==> src/rtl/alu_decoder_pkg.sv <==
// Shared decode definitions for the RV32I decode stage.
// ALU opcodes are also consumed by the ALU itself.
package alu_decoder_pkg;

    typedef enum logic [3:0] {
        ALU_ADD     = 4'd0,
        ALU_SUB     = 4'd1,
        ALU_SLL     = 4'd2,
        ALU_SLT     = 4'd3,
        ALU_SLTU    = 4'd4,
        ALU_XOR     = 4'd5,
        ALU_SRL     = 4'd6,
        ALU_SRA     = 4'd7,
        ALU_OR      = 4'd8,
        ALU_AND     = 4'd9,
        ALU_INVALID = 4'd15
    } alu_op_e;

    localparam logic [6:0] OPC_OP     = 7'b0110011;
    localparam logic [6:0] OPC_OP_IMM = 7'b0010011;
    localparam logic [6:0] OPC_LUI    = 7'b0110111;
    localparam logic [6:0] OPC_AUIPC  = 7'b0010111;
    localparam logic [6:0] OPC_JAL    = 7'b1101111;
    localparam logic [6:0] OPC_JALR   = 7'b1100111;
    localparam logic [6:0] OPC_BRANCH = 7'b1100011;
    localparam logic [6:0] OPC_LOAD   = 7'b0000011;
    localparam logic [6:0] OPC_STORE  = 7'b0100011;

    localparam logic [6:0] F7_ZERO = 7'b0000000;
    localparam logic [6:0] F7_ALT  = 7'b0100000;

    localparam logic [1:0] A_RS1  = 2'd0;
    localparam logic [1:0] A_PC   = 2'd1;
    localparam logic [1:0] A_ZERO = 2'd2;

    localparam logic B_RS2 = 1'b0;
    localparam logic B_IMM = 1'b1;

    typedef enum logic [2:0] {
        IMM_NONE,
        IMM_I,
        IMM_S,
        IMM_B,
        IMM_U,
        IMM_J,
        IMM_SH
    } imm_fmt_e;

    typedef struct packed {
        alu_op_e     alu_op;
        logic [1:0]  a_sel;
        logic        b_sel;
        logic [31:0] imm;
        logic [4:0]  rs1;
        logic [4:0]  rs2;
        logic [4:0]  rd;
        logic        we;
        logic        branch;
        logic [2:0]  br_cond;
        logic        jump;
        logic        mem_rd;
        logic        mem_wr;
        logic        illegal;
    } dec_t;

    function automatic logic [31:0] imm_gen(
        input logic [31:0] x,
        input imm_fmt_e    f
    );
        logic [31:0] r;
        case (f)
            IMM_I:   r = {{20{x[31]}}, x[31:20]};
            IMM_S:   r = {{20{x[31]}}, x[31:25], x[11:7]};
            IMM_B:   r = {{19{x[31]}}, x[31], x[7],
                          x[30:25], x[11:8], 1'b0};
            IMM_U:   r = {x[31:12], 12'b0};
            IMM_J:   r = {{11{x[31]}}, x[31], x[19:12],
                          x[20], x[30:21], 1'b0};
            IMM_SH:  r = {27'b0, x[24:20]};
            default: r = '0;
        endcase
        return r;
    endfunction

    function automatic alu_op_e f3_alu(input logic [2:0] f3);
        alu_op_e r;
        case (f3)
            3'd0:    r = ALU_ADD;
            3'd1:    r = ALU_SLL;
            3'd2:    r = ALU_SLT;
            3'd3:    r = ALU_SLTU;
            3'd4:    r = ALU_XOR;
            3'd5:    r = ALU_SRL;
            3'd6:    r = ALU_OR;
            default: r = ALU_AND;
        endcase
        return r;
    endfunction

endpackage

==> src/rtl/alu_decoder_comb.sv <==
// Pure combinational RV32I instruction to bundle decode.
// Illegal encodings keep indices but kill all side effects.
module alu_decoder_comb
    import alu_decoder_pkg::*;
(
    input  logic [31:0] instr,
    output dec_t        dec
);

    logic [6:0] opc;
    logic [2:0] f3;
    logic [6:0] f7;
    logic       legal;
    imm_fmt_e   fmt;

    assign opc = instr[6:0];
    assign f3  = instr[14:12];
    assign f7  = instr[31:25];

    // decode opcode/funct fields into the execute bundle
    always_comb begin
        dec       = '0;
        legal     = 1'b1;
        fmt       = IMM_NONE;
        dec.rs1   = instr[19:15];
        dec.rs2   = instr[24:20];
        dec.rd    = instr[11:7];
        unique case (1'b1)
            opc == OPC_OP: begin
                dec.a_sel = A_RS1;
                dec.b_sel = B_RS2;
                dec.we    = 1'b1;
                if (f7 == F7_ZERO)
                    dec.alu_op = f3_alu(f3);
                else if (f7 == F7_ALT && f3 == 3'd0)
                    dec.alu_op = ALU_SUB;
                else if (f7 == F7_ALT && f3 == 3'd5)
                    dec.alu_op = ALU_SRA;
                else
                    legal = 1'b0;
            end
            opc == OPC_OP_IMM: begin
                dec.a_sel  = A_RS1;
                dec.b_sel  = B_IMM;
                dec.we     = 1'b1;
                dec.alu_op = f3_alu(f3);
                fmt        = IMM_I;
                if (f3 == 3'd1) begin
                    fmt = IMM_SH;
                    if (f7 != F7_ZERO)
                        legal = 1'b0;
                end else if (f3 == 3'd5) begin
                    fmt = IMM_SH;
                    if (f7 == F7_ALT)
                        dec.alu_op = ALU_SRA;
                    else if (f7 != F7_ZERO)
                        legal = 1'b0;
                end
            end
            opc == OPC_LUI: begin
                dec.a_sel = A_ZERO;
                dec.b_sel = B_IMM;
                dec.we    = 1'b1;
                fmt       = IMM_U;
            end
            opc == OPC_AUIPC: begin
                dec.a_sel = A_PC;
                dec.b_sel = B_IMM;
                dec.we    = 1'b1;
                fmt       = IMM_U;
            end
            opc == OPC_JAL: begin
                dec.a_sel = A_PC;
                dec.b_sel = B_IMM;
                dec.we    = 1'b1;
                dec.jump  = 1'b1;
                fmt       = IMM_J;
            end
            opc == OPC_JALR: begin
                dec.a_sel = A_RS1;
                dec.b_sel = B_IMM;
                dec.we    = 1'b1;
                dec.jump  = 1'b1;
                fmt       = IMM_I;
                legal     = (f3 == 3'd0);
            end
            opc == OPC_BRANCH: begin
                dec.a_sel   = A_RS1;
                dec.b_sel   = B_RS2;
                dec.branch  = 1'b1;
                dec.br_cond = f3;
                fmt         = IMM_B;
                if (f3[2:1] == 2'b00)
                    dec.alu_op = ALU_SUB;
                else if (f3[2:1] == 2'b10)
                    dec.alu_op = ALU_SLT;
                else if (f3[2:1] == 2'b11)
                    dec.alu_op = ALU_SLTU;
                else
                    legal = 1'b0;
            end
            opc == OPC_LOAD: begin
                dec.a_sel  = A_RS1;
                dec.b_sel  = B_IMM;
                dec.we     = 1'b1;
                dec.mem_rd = 1'b1;
                fmt        = IMM_I;
                legal      = (f3 != 3'd3) && (f3 < 3'd6);
            end
            opc == OPC_STORE: begin
                dec.a_sel  = A_RS1;
                dec.b_sel  = B_IMM;
                dec.mem_wr = 1'b1;
                fmt        = IMM_S;
                legal      = (f3 <= 3'd2);
            end
            default: legal = 1'b0;
        endcase
        dec.imm = imm_gen(instr, fmt);
        if (!legal) begin
            dec.alu_op  = ALU_INVALID;
            dec.a_sel   = A_RS1;
            dec.b_sel   = B_RS2;
            dec.imm     = '0;
            dec.we      = 1'b0;
            dec.branch  = 1'b0;
            dec.br_cond = 3'd0;
            dec.jump    = 1'b0;
            dec.mem_rd  = 1'b0;
            dec.mem_wr  = 1'b0;
            dec.illegal = 1'b1;
        end
        if (dec.rd == 5'd0)
            dec.we = 1'b0;
    end

endmodule

==> src/rtl/alu_decoder.sv <==
// RV32I decode stage: handshake plus one pipeline register.
// Empty stage presents an all-zero bundle and RESET_PC.
module alu_decoder
    import alu_decoder_pkg::*;
#(
    parameter logic [31:0] RESET_PC = 32'h0000_0000
) (
    input  logic        i_clk,
    input  logic        i_rst,
    input  logic        i_flush,
    input  logic        i_valid,
    output logic        o_ready,
    input  logic [31:0] i_instr,
    input  logic [31:0] i_pc,
    output logic        o_valid,
    input  logic        i_ready,
    output logic [3:0]  o_alu_op,
    output logic [1:0]  o_a_sel,
    output logic        o_b_sel,
    output logic [31:0] o_imm,
    output logic [4:0]  o_rs1,
    output logic [4:0]  o_rs2,
    output logic [4:0]  o_rd,
    output logic        o_we,
    output logic        o_branch,
    output logic [2:0]  o_br_cond,
    output logic        o_jump,
    output logic        o_mem_rd,
    output logic        o_mem_wr,
    output logic        o_illegal,
    output logic [31:0] o_pc
);

    dec_t        dec_d;
    dec_t        dec_q;
    logic [31:0] pc_q;
    logic        valid_q;
    logic        accept;

    alu_decoder_comb u_comb (
        .instr (i_instr),
        .dec   (dec_d)
    );

    assign o_ready = !valid_q || i_ready;
    assign accept  = i_valid && o_ready && !i_flush;

    // pipeline register: load on accept, clear on drain/flush/reset
    always_ff @(posedge i_clk) begin
        if (i_rst || i_flush) begin
            valid_q <= 1'b0;
            dec_q   <= '0;
            pc_q    <= RESET_PC;
        end else if (accept) begin
            valid_q <= 1'b1;
            dec_q   <= dec_d;
            pc_q    <= i_pc;
        end else if (i_ready) begin
            valid_q <= 1'b0;
            dec_q   <= '0;
            pc_q    <= RESET_PC;
        end
    end

    assign o_valid   = valid_q;
    assign o_alu_op  = dec_q.alu_op;
    assign o_a_sel   = dec_q.a_sel;
    assign o_b_sel   = dec_q.b_sel;
    assign o_imm     = dec_q.imm;
    assign o_rs1     = dec_q.rs1;
    assign o_rs2     = dec_q.rs2;
    assign o_rd      = dec_q.rd;
    assign o_we      = dec_q.we;
    assign o_branch  = dec_q.branch;
    assign o_br_cond = dec_q.br_cond;
    assign o_jump    = dec_q.jump;
    assign o_mem_rd  = dec_q.mem_rd;
    assign o_mem_wr  = dec_q.mem_wr;
    assign o_illegal = dec_q.illegal;
    assign o_pc      = pc_q;

endmodule

==> config.mk <==
export PLATFORM = sky130hd
export DESIGN_NAME = alu_decoder
export DESIGN_NICKNAME = d
export VERILOG_FILES = /design/src/rtl/alu_decoder_pkg.sv /design/src/rtl/alu_decoder_comb.sv /design/src/rtl/alu_decoder.sv
export SDC_FILE = /design/constraint.sdc
export NUM_CORES = 1
export LEC_CHECK = 0
export BUFFER_PORTS_ARGS = -buffer_cell sky130_fd_sc_hd__buf_2
export CORE_MARGIN = 3
export CORE_UTILIZATION = 45
export CTS_CLUSTER_SIZE = 40
export DETAILED_ROUTE_END_ITERATION = 10
export PLACE_DENSITY = 0.76
export SLEW_MARGIN = 20
export SYNTH_ARGS = -nofsm -noshare
export SYNTH_HDL_FRONTEND = slang
export SYNTH_SLANG_ARGS = --single-unit
==> constraint.sdc <==
create_clock -name i_clk -period 2.2 [get_ports i_clk]
set_input_delay 0 -clock i_clk [delete_from_list [all_inputs] [get_ports i_clk]]
set_output_delay 0 -clock i_clk [all_outputs]
set_load 0.03 [all_outputs]
# Word level (Yosys, flattened, before mapping)
# Cells that the tools add are included.
op_classes:
  eq_ne: 25
  reduce_logical: 22
  n_mux: 41
  n_lt_le_gt_ge: 2
ops:
  columns: ["operator", "count"]
  rows:
  - ["one-hot mux 32 bit (6 select lines)", 1]
  - ["two-way mux 63 bit", 2]
  - ["two-way mux 32 bit", 2]
  - ["two-way mux 39 bit", 1]
  - ["equality test 7 x 6 -> 1 bit (second input constant)", 4]
  - ["two-way mux 4 bit", 7]
  - ["one-hot mux 4 bit (7 select lines)", 1]
  - ["equality test 7 bit (second input constant)", 3]
  - ["equality test 3 bit (second input constant)", 6]
  - ["one-hot mux 3 bit (6 select lines)", 1]
  - ["two-way mux 1 bit", 17]
  - ["two-way mux 3 bit", 5]
  - ["equality test 7 x 5 -> 1 bit (second input constant)", 2]
  - ["equality test 3 x 2 -> 1 bit (second input constant)", 4]
  - ["one-hot mux 4 bit (3 select lines)", 1]
  - ["two-way mux 9 bit", 1]
  - ["one-hot mux 3 bit (3 select lines)", 1]
  - ["OR reduction 2 bit", 4]
  - ["equality test 7 x 2 -> 1 bit (second input constant)", 1]
  - ["logical NOT 7 bit", 1]
  - ["one-hot mux 1 bit (7 select lines)", 1]
  - ["nonzero test 7 bit", 1]
  - ["OR reduction 7 bit", 1]
  - ["equality test 3 x 1 -> 1 bit (second input constant)", 2]
  - ["13 further kinds", 20]
totals:
  output_inout_bits: 97
  input_bits: 69
  wordCells: 106
  regBits: 96

# Longest topological paths before layout
# Gate-level depths: netlist of run 1.
depth:
  depth_word: 9
  depth_mapped: 9
  mapped_depth_nobuf: 7

# Modules after synthesis
# A second synthesis of run 1 with hierarchy kept.
unflattened:
  cells_unflattened: 643
  area_unflattened_um2: 5515.3
by_module_without_submodules:
  columns: ["module", "area_each_um2", "n_inst", "cells_each"]
  rows:
  - ["alu_decoder", 4311.6, 1, 450]
  - ["alu_decoder_comb", 1203.7, 1, 193]

# Worst setup path before layout of run 1
# OpenSTA, ideal clock, no wires.
synth_timing:
  kind: "register to register"
  from: "reg valid_q, in the netlist o_valid"
  to: "reg dec_q, in the netlist o_a_sel[1]"
  required_ns: 2.129
  path_buffers: 2
  path_stages_with_launch: 8
  t_arrival_ns: 1.954
  setup_ns: 0.071
  path_slack_ns: 0.175
  path_cell_list: "dfxtp_1 -> nor2b_1 -> inv_1 -> nand3b_1 -> clkbuf_1 -> clkbuf_1 -> nand3b_1 -> a21oi_1"
synth_between:
  elab_chain_cells: 5
  elab_cells_between_ends: 6
synth_rtl:
  columns: ["item", "line_no", "text"]
  rows:
  - ["start, declared", "alu_decoder.sv:37", "logic valid_q;"]
  - ["start signal, assigned", "alu_decoder.sv:51", "valid_q <= 1'b0;"]
  - ["start signal, assigned", "alu_decoder.sv:55", "valid_q <= 1'b1;"]
  - ["start signal, assigned", "alu_decoder.sv:59", "valid_q <= 1'b0;"]
  - ["logical NOT 1 bit *", "alu_decoder.sv:45", "assign o_ready = !valid_q || i_ready;"]
  - ["logical OR 1 bit *", "alu_decoder.sv:45", null]
  - ["via o_ready", "alu_decoder.sv:12", "output logic o_ready,"]
  - ["logical AND 1 bit * (2 in a row)", "alu_decoder.sv:46", "assign accept = i_valid && o_ready && !i_flush;"]
  - ["two-way mux 63 bit / nonzero test 2 bit (equally long branches)", null, null]
  - ["end signal, assigned", "alu_decoder.sv:52", "dec_q <= '0;"]
  - ["end signal, assigned", "alu_decoder.sv:56", "dec_q <= dec_d;"]
  - ["end signal, assigned", "alu_decoder.sv:60", "dec_q <= '0;"]
  - ["end, declared", "alu_decoder.sv:35", "dec_t dec_q;"]
# The timed path passes the listed nets; every way through them passes the cells marked *.
# A chain may end at the register's enable or synchronous reset.

# Worst setup path after layout of run 1
layout_timing:
  from: "in i_instr[26]"
  to: "reg dec_q, in the netlist o_imm[15]"
layout_between:
  elab_chain_cells: 8
  elab_cells_between_ends: 15
layout_rtl:
  columns: ["item", "line_no", "text"]
  rows:
  - ["start, declared", "alu_decoder.sv:13", "input logic [31:0] i_instr,"]
  - ["nonzero test 7 bit / equality test 7 x 6 -> 1 bit (equally long branches)", null, null]
  - ["two-way mux 1 bit / logical AND 1 bit (equally long branches)", "alu_decoder_comb.sv:50, alu_decoder_comb.sv:56, alu_decoder_comb.sv:37", null]
  - ["two-way mux 1 bit, on equally long branches", "alu_decoder_comb.sv:54, alu_decoder_comb.sv:37", null]
  - ["two-way mux 1 bit, on equally long branches", "alu_decoder_comb.sv:52, alu_decoder_comb.sv:35", null]
  - ["two-way mux 1 bit, on equally long branches", "alu_decoder_comb.sv:48, alu_decoder_comb.sv:33", null]
  - ["one-hot mux 1 bit (7 select lines) *", "alu_decoder_comb.sv:28", "unique case (1'b1)"]
  - ["two-way mux 39 bit *", "alu_decoder_comb.sv:120", "if (!legal) begin"]
  - ["two-way mux 63 bit *", "alu_decoder.sv:54", "end else if (accept) begin"]
# Mark *: on every way between the ends. The rest lies on a longest branch, timed or not.

==> summary.txt, run 1 <==
Yosys
  – Async set-reset flop share out of synthesis: 0
  – Largest family of logic cells by synthesized area: simple AND/OR/NAND/NOR gates
  – YS warnings: 0
  – Average size of a mapped cell: 8.36 sq um
  – Xor and xnor area share after synthesis: 0.00400
  – Post-Synth Simple-Gate Area: 0.274
  – Post-synthesis mux area share: 0.00257
  – Syn nets: 593
  – Adder-cell share of the synthesized area: 0
  – Post-synth EDFFs: 0
  – Top-count cell post-synth: dfxtp_1
  – Top_reg_cell synth: dfxtp_1
  – Synthesized cell area: ~0.0044 sq mm
  – Synth area leader: dfxtp_1
  – Largest cells by area after synthesis: dfxtp_1, nand3b_1, a21oi_1
  – Post-synth top cells: dfxtp_1, a21oi_1, nand2_1, nand3b_1, clkbuf_1
  – Sequential fraction of the synthesis area: 0.439
  – Yosys cell types: 57
  – Compound-Gate Fraction of Synth Area: 0.227
  – Post-Synthesis Cells: 524
  – #FFs+latches synth: between 90 and 100
  – Top cell type's share of synthesized area: 0.439

Routing
  – Overall routed net length: 14.0 mm
  – Vias per inst: 5.58
  – Total number of vias: 4756
  – DR pass1 iterations: 5
  – DRT iter0 DRCs: 345
  – DRT antenna net count: 0
  – Drt wl/cell: about 16 um
  – DRC: 0

Clock network
  – CTS tree: done
  – Worst-path clk slew: about 0.09 ns
  – Clock Path Buffers: 2
  – Clock root buffer: clkbuf_8
  – Num CTS Buffers: 9
  – Post CTS Setup Buffer Count: 0
  – Worst-Skew Late Latency: 0.35 ns
  – H-tree depth: 3
  – Clock sinks: 96

STA
  – Slew headroom: 0.613
  – Final Critical Period: 2.10 ns
  – Highest clock rate: roughly 480 MHz
  – Unrepaired setup endpoints after global routing: false
  – Worst Skew: 0.00573 ns
  – Post-route setup TNS: 0 ns
  – Final worst setup slack: 0.102 ns
  – Final Max Slew Viols: 0
  – Final setup fails: 0
  – Fin crit share: 0.954
  – Worst hold slack: 0.0433 ns
  – Final Hold Vio Count: 0
  – Least-Margin Pin Slew: 0.575 ns

GRT
  – Grt total ovfl: 0
  – Largest net degree at the start of global routing: 58
  – Initial antenna violation count: 0
  – First-pass GRT wire length: 22.3 mm
  – Gr usage total: 0.245
  – Vias in the first global route: 4454

Layout
  – Layout area overhead: 37.4%
  – Final Non-Filler Cells: approximately 850
  – Fin util: 0.645
  – Nets@finish: between 700 and 800
  – Design area: between 0.006 and 0.007 sq mm
  – Layout cell share with drive strength beyond 1: 0.293
  – ANT cells: 0

Place
  – Placer Congestion: about 0.9
  – Buffers on Ports: around 170
  – Pre-CTS WS: 0.246 ns
  – Area post-placement: 0.00529 sq mm
  – # placed instances: roughly 780
  – Hpwl dp: 9.07 mm

Power and ir drop
  – Power Density: between 500 and 600 mW/mm^2
  – Worst vdd ir: 0.332 mV
  – P_leak: about 2.4 nW
  – Tot Pwr: 3.29 mW

Floorplanning
  – IO Pins: around 170
  – Chip Width: 105 um
  – Core footprint: 0.00933 sq mm
  – Initial core utilization: 0.469
  – Height of the die: 105 um
  – Num rows: 35
  – Die ar.: approximately 0.011 sq mm

Min path
  – Hold Crit Start: i_rst
  – Hold path cells: 3
  – Hold endpoint: o_alu_op[2]
  – Hold WC Path Type: input pin to flop

Critical path
  – R2r startpoint: o_valid
  – CP arrival: 2.37 ns
  – WS Path Type: input pin to flop
  – Worst setup EP type: flop
  – CP Launch Type: input pin
  – Crit Path Max Fanout: 9
  – Worst path required time: 2.48 ns
  – Flop2flop setup slack: between 0.3 and 0.4 ns
  – Reg2Reg Depth: 6
  – Reg2reg end: o_pc[12]

Outcome
  – Outcome: finished, final reports clean

Job
  – Maxcap violations: 0
[registers in the layout, indices dropped and copies added (netlist names)]
name       flops
o_rd           5
o_a_sel        2
o_b_sel        1
o_imm         32
o_branch       1
o_illegal      1
o_valid        1
o_alu_op       4
o_rs2          5
o_we           1
o_mem_rd       1
o_jump         1
o_br_cond      3
o_rs1          5
o_pc          32
o_mem_wr       1
[where the power goes]
group | internal, mW | total, mW | leakage [nW] | switching [mW]
Combinational | 0.201 | 0.478 | 1.57 | 0.277
Sequential | 1.76 | 1.77 | 0.776 | 0.0100
Clock | 0.416 | 1.04 | 0.0794 | 0.626
Total | 2.37 | 3.29 | 2.43 | 0.913
[routing by layer]
layer,vias up,track usage,wire (um)
met5,-,0,0
met2,186,0.396,6640
met1,2257,0.321,6040
met4,0,0.110,426
met3,38,0.0414,899
li1,2275,-,-
[cells in the final DEF (no fill, tap or decap), types with 12 or more instances in the layout]
cell           synthesis  routed
buf_4                  2      12
nor2b_1               15      15
nor2_1                34      33
dfxtp_1               96      96
nor3_1                13      13
nand2_1               72      72
a21oi_1               76      76
buf_2                  4     165
dlygate4sd3_1          0      55
o21ai_0               18      18
nand3b_1              51      51
[logic make-up (layout without fill, tap and decap cells)]
kind of cell / count (synthesis) / count (layout)
multiplexers: 1 / 1
AND/OR/NAND/NOR: 217 / 217
buffers and inverters: 52 / 252
AO/OA/AOI/OAI: 156 / 156
flip-flops: 96 / 96
XOR/XNOR: 2 / 2
[cell type report]
cell class                      count  area, sq um
Sequential cell                    96         1920
Clock inverter                      5         41.3
Tap cell                          129          161
Fill cell                         817         3310
Clock buffer                       10          128
Multi-Input combinational cell    376         2250
Inverter                            3         11.3
Timing Repair Buffer              234         1510
[worst max-delay path by stage]
| stage | startpoint | to | cells after the start |
|---|---|---|---|
| floorplan | o_valid | o_a_sel[1] | 7 |
| global placement | i_instr[26] | o_imm[12] | 8 |
| detailed placement | i_instr[26] | o_imm[15] | 8 |
| CTS | i_instr[26] | o_imm[15] | 9 |
| global route | i_instr[26] | o_imm[17] | 9 |
| finish | i_instr[26] | o_imm[15] | 9 |
[what timing repair did]
item | 4_1_cts | 5_1_grt
hold buffers | 55 | 0
endpoints found under the hold margin | 60 | 0
setup endpoints to repair | 0 | 21
resized for setup | 0 | 1
[worst max-delay path: stages]
cell and delay (ns):
dlygate4sd3_1 0.53, buf_2 0.14, or4_4 0.58, o31ai_1 0.32, a22oi_2 0.16, a21oi_4 0.21
buf_4 0.19, o21ai_0 0.09, a21oi_1 0.16
No activity file was read; power rests on OpenSTA's default activity.
==> inputs of run 2 (changes only) <==
--- a/config.mk
+++ b/config.mk
@@ -10,8 +10,9 @@
 export CORE_UTILIZATION = 45
 export CTS_CLUSTER_SIZE = 40
 export DETAILED_ROUTE_END_ITERATION = 10
-export PLACE_DENSITY = 0.76
+export PLACE_DENSITY = 0.73
 export SLEW_MARGIN = 20
 export SYNTH_ARGS = -nofsm -noshare
 export SYNTH_HDL_FRONTEND = slang
+export SYNTH_HIERARCHICAL = 1
 export SYNTH_SLANG_ARGS = --single-unit
==> run 2 against run 1 <==
Sequential cell count unchanged. Setup slack gained 0.16 ns. Clock power up 48%. Total power is 18% higher. Non-clock buffer count is 3 lower. Design area increased by 14%. Sequential share of layout area fell by 4.0 points. Register-to-register slack better by 0.16 ns. Area after synthesis up 26%. Clock-buffer cell count rose by 2. Critical path type is now flop to output port.
==> summary.txt, run 2 <==
Clock network
  – Clock sinks: 96 (unchanged)
  – Clock root buffer: clkbuf_16 (was clkbuf_8)
  – H-tree depth: 3 (unchanged)
  – CTS resizes: 0 (unchanged)
  – Num CTS Buffers: 9 (unchanged)
  – Worst-path clk slew: 0.07 ns (was 0.09 ns)
  – Worst-Skew Late Latency: 0.34 ns (was 0.35 ns)
  – CTS tree: done (unchanged)
  – Clock Path Buffers: 2 (unchanged)
  – Cts hold-fix bufs: 48 (was 55)
  – Post CTS Setup Buffer Count: 0 (unchanged)

Routing
  – Vias per inst: 6.07 (was 5.58)
  – DRT antenna net count: 0 (unchanged)
  – Overall routed net length: 17.9 mm (was 14.0 mm)
  – DRC: 0 (unchanged)
  – Total number of vias: 5714 (was 4756)
  – Drt wl/cell: 19.0 um (was 16.4 um)
  – DR pass1 iterations: 5 (unchanged)
  – DRT iter0 DRCs: 501 (was 345)

Yosys
  – Sequential fraction of the synthesis area: 0.348 (was 0.439)
  – Async set-reset flop share out of synthesis: 0 (unchanged)
  – Synthesized cell area: 0.00552 sq mm (was 0.00438 sq mm)
  – Compound-Gate Fraction of Synth Area: 0.203 (was 0.227)
  – Post-synth top cells: dfxtp_1, nand3b_1, nand4_1, o21ai_0, o21ai_2 (was dfxtp_1, a21oi_1, nand2_1, nand3b_1, clkbuf_1)
  – Largest family of logic cells by synthesized area: simple AND/OR/NAND/NOR gates (unchanged)
  – Synth area leader: dfxtp_1 (unchanged)
  – Adder-cell share of the synthesized area: 0 (unchanged)
  – YS warnings: 6 (was 0)
  – Top cell type's share of synthesized area: 0.348 (was 0.439)
  – Post-Synthesis Cells: 643 (was 524)
  – Post-Synth Simple-Gate Area: 0.337 (was 0.274)
  – Top-count cell post-synth: dfxtp_1 (unchanged)
  – Post-synthesis mux area share: 0 (was 0.00257)
  – #FFs+latches synth: 96 (unchanged)
  – Top_reg_cell synth: dfxtp_1 (unchanged)
  – Xor and xnor area share after synthesis: 0.00318 (was 0.00400)
  – Post-synth EDFFs: 0 (unchanged)
  – Yosys cell types: 56 (was 57)
  – Average size of a mapped cell: 8.58 sq um (was 8.36 sq um)
  – Syn nets: 712 (was 593)
  – Largest cells by area after synthesis: dfxtp_1, nand3b_1, nand4_1 (was dfxtp_1, nand3b_1, a21oi_1)

GRT
  – Gr usage total: 0.258 (was 0.245)
  – Largest net degree at the start of global routing: 130 (was 58)
  – First-pass GRT wire length: 28.1 mm (was 22.3 mm)
  – Vias in the first global route: 5349 (was 4454)
  – Initial antenna violation count: 0 (unchanged)
  – Grt total ovfl: 0 (unchanged)

Layout
  – FF/Latch Area: 0.00192 sq mm (unchanged)
  – Layout cell share with drive strength beyond 1: 0.335 (was 0.293)
  – Most frequent cells in the layout: buf_2, dfxtp_1, nand3b_1, nand4_1 (was buf_2, dfxtp_1, a21oi_1)
  – Area occupied by multi-input gates: 0.00301 sq mm (was 0.00225 sq mm)
  – ANT cells: 0 (unchanged)
  – Layout area overhead: 24.8% (was 37.4%)
  – Commonest non-fill, non-tap cell in the layout: buf_2 (unchanged)
  – Filler instances: 1020 (was 817)
  – Design area: 0.00688 sq mm (was 0.00602 sq mm)
  – Fin util: 0.588 (was 0.645)
  – Nets@finish: 864 (was 789)

STA
  – Post-route setup TNS: 0 ns (unchanged)
  – Worst Skew: 0.00592 ns (was 0.00573 ns)
  – Final Critical Period: 1.94 ns (was 2.10 ns)
  – Unrepaired setup endpoints after global routing: false (unchanged)
  – Final worst setup slack: 0.259 ns (was 0.102 ns)
  – Final Hold Vio Count: 0 (unchanged)
  – Final setup fails: 0 (unchanged)
  – Highest clock rate: 515 MHz (was 477 MHz)
  – Final Max Slew Viols: 0 (unchanged)
  – Least-Margin Pin Slew: 1.07 ns (was 0.575 ns)
  – Fin crit share: 0.882 (was 0.954)
  – Slew headroom: 0.286 (was 0.613)

Floorplanning
  – Core footprint: 0.0117 sq mm (was 0.00933 sq mm)
  – Height of the die: 117 um (was 105 um)
  – Num rows: 39 (was 35)
  – IO Pins: 166 (unchanged)
  – Die ar.: 0.0136 sq mm (was 0.0110 sq mm)
  – Initial core utilization: 0.471 (was 0.469)
  – Chip Width: 117 um (was 105 um)

Place
  – Pre-CTS WS: 0.0949 ns (was 0.246 ns)
  – Buffers on Ports: 165 (unchanged)
  – Hpwl dp: 11.1 mm (was 9.07 mm)
  – Placer Congestion: 0.857 (was 0.926)
  – Area post-placement: 0.00612 sq mm (was 0.00529 sq mm)

Job
  – Maxcap violations: 0 (unchanged)

Power and ir drop
  – Worst vdd ir: 0.390 mV (was 0.332 mV)
  – Power Density: 562 mW/mm^2 (was 546 mW/mm^2)
  – P_leak: 2.72 nW (was 2.43 nW)
  – Tot Pwr: 3.87 mW (was 3.29 mW)

Critical path
  – CP arrival: 1.94 ns (was 2.37 ns)
  – Worst setup EP type: output port (was flop)
  – CP Launch Type: flop (was input pin)
  – Worst path required time: 2.20 ns (was 2.48 ns)
  – WS Path Type: flop to output port (was input pin to flop)
  – Crit Path Max Fanout: 97 (was 9)

Min path
  – Hold WC Path Type: input pin to flop (unchanged)

Outcome
  – Outcome: finished, final reports clean (unchanged)
[run 2: per-layer routing]
metal  up-vias  GRT usage  part of all wire
met3        37     0.0611             0.066
li1       2693          -                 -
met5         -          0                 0
met4         0      0.102             0.033
met2       255      0.400              0.47
met1      2729      0.348              0.43
[run 2: path summary, 6_finish.rpt]
path / start / end / slack [ns] / depth (start not counted)
max: o_valid / o_ready / 0.26 / 3
min: i_instr[29] / o_imm[29] / 0.07 / 5
max reg2reg: o_valid / o_pc[2] / 0.52 / 4
min reg2reg: o_a_sel[1] / o_a_sel[1] / 0.48 / 2
[run 2: cells by family after synthesis]
logic type / after synthesis
compound gates: 159
flops: 96
simple gates: 290
xor+xnor: 2
buf+inv: 96
[run 2: cell type report]
class | instances | area share
multi-input cells | 451 | 0.438
flip-flops and latches | 96 | 0.279
repair buffers | 231 | 0.213
clock buffers | 12 | 0.0344
well taps | 143 | 0.0260
clock inverters | 3 | 0.00636
inverters | 6 | 0.00327
[run 2: report_power, final]
group	switching, mW	internal, mW
Combinational	0.352	0.209
Sequential	0.0117	1.76
Clock	0.661	0.877
[run 2: worst max-delay path, cell delays in order, from the launching register on]
cell and delay (ns):
dfxtp_1 0.33, nand2b_4 0.07, buf_4 0.79, buf_2 0.35
[run 2: metrics by stage]
stage / hold slack (ns) / instances
after CTS: 0.0563 / 942
after floorplan: 0.139 / 643
after global placement: 0.230 / 879
final: 0.0677 / 942
after global routing: 0.0858 / 942
after detailed placement: 0.237 / 879
